$ cat src/rtl/top_alu_pkg.sv
// Shared widths and opcode encodings for the TP1 ALU.
// Opcodes follow the MIPS R-type funct field.
package top_alu_pkg;

  localparam int DEF_NB_DATA = 8;
  localparam int DEF_NB_OP   = 6;

  localparam logic [5:0] OP_ADD = 6'b100000;
  localparam logic [5:0] OP_SUB = 6'b100010;
  localparam logic [5:0] OP_AND = 6'b100100;
  localparam logic [5:0] OP_OR  = 6'b100101;
  localparam logic [5:0] OP_XOR = 6'b100110;
  localparam logic [5:0] OP_NOR = 6'b100111;
  localparam logic [5:0] OP_SRA = 6'b000011;
  localparam logic [5:0] OP_SRL = 6'b000010;

endpackage

$ cat src/rtl/top_alu_alu.sv
// Combinational signed ALU; unknown opcodes produce zero.
// Latency: none (pure logic). Backpressure: not applicable.
module alu
  import top_alu_pkg::*;
#(
  parameter int NB_DATA = DEF_NB_DATA,
  parameter int NB_OP   = DEF_NB_OP
) (
  input  logic [NB_DATA-1:0] data_a,
  input  logic [NB_DATA-1:0] data_b,
  input  logic [NB_OP-1:0]   op,
  output logic [NB_DATA-1:0] result
);

  localparam logic [NB_OP-1:0] L_ADD = NB_OP'(OP_ADD);
  localparam logic [NB_OP-1:0] L_SUB = NB_OP'(OP_SUB);
  localparam logic [NB_OP-1:0] L_AND = NB_OP'(OP_AND);
  localparam logic [NB_OP-1:0] L_OR  = NB_OP'(OP_OR);
  localparam logic [NB_OP-1:0] L_XOR = NB_OP'(OP_XOR);
  localparam logic [NB_OP-1:0] L_NOR = NB_OP'(OP_NOR);
  localparam logic [NB_OP-1:0] L_SRA = NB_OP'(OP_SRA);
  localparam logic [NB_OP-1:0] L_SRL = NB_OP'(OP_SRL);

  always_comb begin
    result = '0;
    case (op)
      L_ADD: result = data_a + data_b;
      L_SUB: result = data_a - data_b;
      L_AND: result = data_a & data_b;
      L_OR:  result = data_a | data_b;
      L_XOR: result = data_a ^ data_b;
      L_NOR: result = ~(data_a | data_b);
      // data_b is an unsigned amount; oversize shifts saturate to sign fill / zero
      L_SRA: result = $signed(data_a) >>> data_b;
      L_SRL: result = data_a >> data_b;
      default: result = '0;
    endcase
  end

endmodule

$ cat src/rtl/top_alu.sv
// Board wrapper: buttons load switch value into A, B or opcode; ALU result to LEDs.
// Latency: one edge from register load to o_led. Backpressure: none; loads gated by i_valid.
module top_alu
  import top_alu_pkg::*;
#(
  parameter int NB_DATA = DEF_NB_DATA,
  parameter int NB_OP   = DEF_NB_OP
) (
  input  logic               clk,
  input  logic               i_rst,
  input  logic               i_valid,
  input  logic [2:0]         i_btn,
  input  logic [NB_DATA-1:0] i_sw_data,
  output logic [NB_DATA-1:0] o_led
);

  logic [NB_DATA-1:0] data_a;
  logic [NB_DATA-1:0] data_b;
  logic [NB_OP-1:0]   op;
  logic [NB_DATA-1:0] alu_result;

  always_ff @(posedge clk) begin
    if (i_rst) begin
      data_a <= '0;
      data_b <= '0;
      op     <= '0;
      o_led  <= '0;
    end else begin
      if (i_valid) begin
        if (i_btn[0]) data_a <= i_sw_data;
        if (i_btn[1]) data_b <= i_sw_data;
        if (i_btn[2]) op     <= i_sw_data[NB_OP-1:0];
      end
      o_led <= alu_result;
    end
  end

  alu #(
    .NB_DATA (NB_DATA),
    .NB_OP   (NB_OP)
  ) u_alu (
    .data_a (data_a),
    .data_b (data_b),
    .op     (op),
    .result (alu_result)
  );

endmodule

$ cat config.mk
export PLATFORM = sky130hd
export DESIGN_NAME = top_alu
export DESIGN_NICKNAME = d
export VERILOG_FILES = /design/src/rtl/top_alu_pkg.sv /design/src/rtl/top_alu_alu.sv /design/src/rtl/top_alu.sv
export SDC_FILE = /design/constraint.sdc
export NUM_CORES = 1
export LEC_CHECK = 0
export BUFFER_PORTS_ARGS = -buffer_cell sky130_fd_sc_hd__buf_4
export CORE_ASPECT_RATIO = 1.5
export CORE_MARGIN = 2
export CORE_UTILIZATION = 61
export DETAILED_ROUTE_END_ITERATION = 8
export PLACE_DENSITY = 0.81
export SYNTH_ARGS = -nofsm -noshare
export SYNTH_HDL_FRONTEND = slang
export SYNTH_HIERARCHICAL = 1
export SYNTH_SLANG_ARGS = --single-unit
$ cat constraint.sdc
create_clock -name clk -period 3.3 [get_ports clk]
set_input_delay 0.165 -clock clk [delete_from_list [all_inputs] [get_ports clk]]
set_output_delay 0.165 -clock clk [all_outputs]
set_load 0.01 [all_outputs]
==> flow_metrics.tcl <==
set metrics [dict create \
    syn-cell-area_mm2 0.00278 \
    dieArea_mm2 0.00513 \
    syn_to_final_growth_pct 8.54 \
    grt_max_degree 39 \
    start_kind "register" \
    layout-drive-gt1-share_pct 16.6 \
    cts-root-buf "clkbuf_8" \
    path_delay_family "simple AND/OR/NAND/NOR gates" \
    gp_congestion 1.03 \
    drv_cap 0 \
    critPathKind "reg -> reg" \
    fin_crit_sh_pct 90.2 \
    cts.clk_slew.worst_paths_ns 0.07 \
    crit_slowest_cell "fa_1" \
    cp.arrival_ns 3.14 \
    switching_share_pct 34.9 \
    diodes 0 \
    cts.repair.resized 0 \
    skew_ns 0.00414 \
    numCtsBuffers 5 \
    p_total_w 0.00104 \
    core-area_mm2 0.00447 \
    synth_edf_count 0 \
    clk_path_buf_depth 2 \
    power_frac_seq_pct 38.9 \
    p_per_area_mw_per_mm2 346 \
    post-dp-hpwl_um 5290 \
    met2_usage_pct 51.2 \
    port_buffers 21 \
    antenna_found_initial 0 \
    fin_setup_tns_ns 0 \
    final_util_pct 67.6 \
    yosys.cell_types.count 61 \
    end_kind "register" \
    grt_overflow_total 0 \
    grtUsageMet3_pct 5.67 \
    relSlewSlack_pct 62.4 \
    crit_required_ns 3.47 \
    via_per_inst 6.55 \
    rsz0062_at_grt "no" \
    die_x_um 59.2 \
    die_h_um 86.7 \
    grt_pass1_wl_um 11700 \
    vias 2527 \
    drcViolationCount 0 \
    power.switching_w 0.000365 \
    cts_tree "yes" \
    ir_drop_v 0.000315 \
    clock_sinks 30 \
    ys.flop_type "dfxtp_1" \
    pin_count 22 \
    worst_pin_slew_ns 0.560 \
    syn_area_per_cell_um2 8.65 \
    row_count 30 \
    ctsHoldBuffers 0 \
    ant_nets 0 \
    slew_viol_final 0 \
    cpPeakStageDelay_ns 0.44 \
    yosys_warnings 6 \
    clock_latency_ns 0.29 \
    ys_ff_latch 30 \
    hp-class "in -> reg" \
    synth-seq-area-share_pct 21.6 \
    async_reset_ff_share_pct 0 \
    synth_top_area_cell "dfxtp_1" \
    grt_busiest_layer "met2" \
    finalSetupViolations 0 \
    pwr-share-clk_pct 28.2 \
    dr.first_iter.drc_count 163 \
    hold_viol 0 \
    path_cells "nor3_1 > and3_1 > mux2_2 > fa_1 > nand2b_1 > a21oi_1 > o21a_1 > o21ai_0 > a31o_2 > nor2b_1" \
    wire_per_inst_um 18.6 \
    min_period_ns 2.98 \
    post-place-ws_ns 0.409 \
    p_int_w 0.000679 \
    p_leak_nw 1.28 \
    fmax_ghz 0.336 \
    synth_top_area_share_pct 21.6 \
    htree_levels 2 \
    grt_usage_pct 30.1 \
    comb_power_share_pct 32.9 \
    path_buf_inv 0 \
    start_util_pct 62.3 \
    setup_ws_ns 0.325 \
    firstDrtPassIters 4 \
    grt_pass1_vias 2488 \
    run_status "complete, no violations" \
    synth_fp_nets 361 \
    multi_input_area_mm2 0.00200 \
    routed_wl_um 7200 \
    nets 377 \
    syn_inst 322 \
    ff_latch_area_um2 601 \
    fillers 374 \
    synth_area_leaders "dfxtp_1 22%, mux2i_1 13%, ha_1 11%" \
    postCtsSetupRepairBufs 0 \
    grt_use_met1_pct 33.9 \
    path_max_fanout 8 \
]
-- power by group through the flow --
stage          Combinational [W]  Clock, W  Sequential (W)
6_report                0.000343  0.000295        0.000406
5_1_grt                 0.000374  0.000319        0.000409
4_1_cts                 0.000336  0.000300        0.000405
3_5_place_dp            0.000334         0        0.000414
3_3_place_gp            0.000325         0        0.000413
2_1_floorplan           0.000264         0        0.000406
-- final cells by class --
cell class                      instances  area share [%]
Multi-Input combinational cell        256            66.3
Sequential cell                        30            19.9
Timing Repair Buffer                   28            6.96
Clock buffer                            5            2.28
Inverter                               17            2.11
Tap cell                               48            1.99
Clock inverter                          2           0.497
-- through the flow --
stage | hold WS, ns | std cells | area (um2)
final | 0.163 | 386 | 3020
after detailed placement | 0.464 | 379 | 2940
after global placement | 0.452 | 379 | 2940
after floorplan | 0.341 | 322 | 2780
after CTS | 0.165 | 386 | 3020
after global routing | 0.184 | 386 | 3020
-- metal layers --
layer  vias up  share of wire, %  routed length [um]
met2       131                50                3630
met1      1184                39                2810
met4         0               4.8                 344
met5         -                 0                   0
li1       1179                 -                   -
met3        33               5.7                 407
-- layout by cell type, fill, tap and decap left out, types with 4 or more instances in the layout --
| cell | count |
|---|---|
| xnor2_1 | 9 |
| o21ai_0 | 10 |
| inv_1 | 16 |
| dfxtp_1 | 30 |
| nor2b_1 | 14 |
| or2_2 | 4 |
| ha_1 | 24 |
| nand2_1 | 7 |
| nand2b_1 | 34 |
| nand3_1 | 6 |
| nor3_1 | 7 |
| a21oi_1 | 8 |
| buf_4 | 28 |
| a211oi_1 | 10 |
| nor4_1 | 5 |
| a31oi_1 | 4 |
| clkbuf_8 | 5 |
| mux2_2 | 6 |
| nor2_1 | 17 |
| xor2_1 | 5 |
| mux2i_1 | 35 |
-- sequential cells by signal (all words and copies together), names as in the netlist --
name and cells:
data_a 8, data_b 8, o_led 8, op 6
-- kinds of logic (layout without fill, tap and decap cells) --
| kind of cell | after synthesis | count (layout) | synth area share (%) |
|---|---|---|---|
| flops | 30 | 30 | 21.6 |
| buf+inv | 36 | 52 | 6.47 |
| xor+xnor | 14 | 14 | 4.40 |
| compound gates | 62 | 62 | 16.0 |
| simple gates | 114 | 114 | 25.0 |
| fa+ha+maj | 25 | 25 | 11.5 |
| mux | 41 | 41 | 15.0 |
-- cells in the mapped netlist (all sizes together), types with 3 or more instances --
library cell and number:
mux2i 35, nand2b 34, dfxtp 30, ha 24, nor2 17, inv 16, nor2b 15, buf 13
o21ai 11, a211oi 10, a21oi 9, nand2 9, xnor2 9, nor3 7, nor4 7, clkbuf 6
mux2 6, nand3 6, xor2 5, a31oi 4, or2 4, o21a 3, o22a 3, o31ai 3
or4 3
-- worst paths after layout --
| kind | end | slack, ns | depth (start not counted) | from |
|---|---|---|---|---|
| setup / recovery | o_led[6]$_SDFF_PP0_ | 0.32 | 10 | op[3]$_SDFFE_PP0P_ |
| hold / removal | data_b[7]$_SDFFE_PP0P_ | 0.16 | 3 | i_sw_data[7] |
| setup reg to reg | o_led[6]$_SDFF_PP0_ | 0.32 | 10 | op[3]$_SDFFE_PP0P_ |
| hold reg to reg | data_b[2]$_SDFFE_PP0P_ | 0.52 | 2 | data_b[2]$_SDFFE_PP0P_ |
-- worst register-to-register path, cell delays in order, from the launching register on --
cell and delay [ns]:
dfxtp_1 0.36, nor3_1 0.35, and3_1 0.37, mux2_2 0.40
fa_1 0.44, nand2b_1 0.19, a21oi_1 0.19, o21a_1 0.14
o21ai_0 0.07, a31o_2 0.24, nor2b_1 0.12
(Power assumes the default switching activity.)
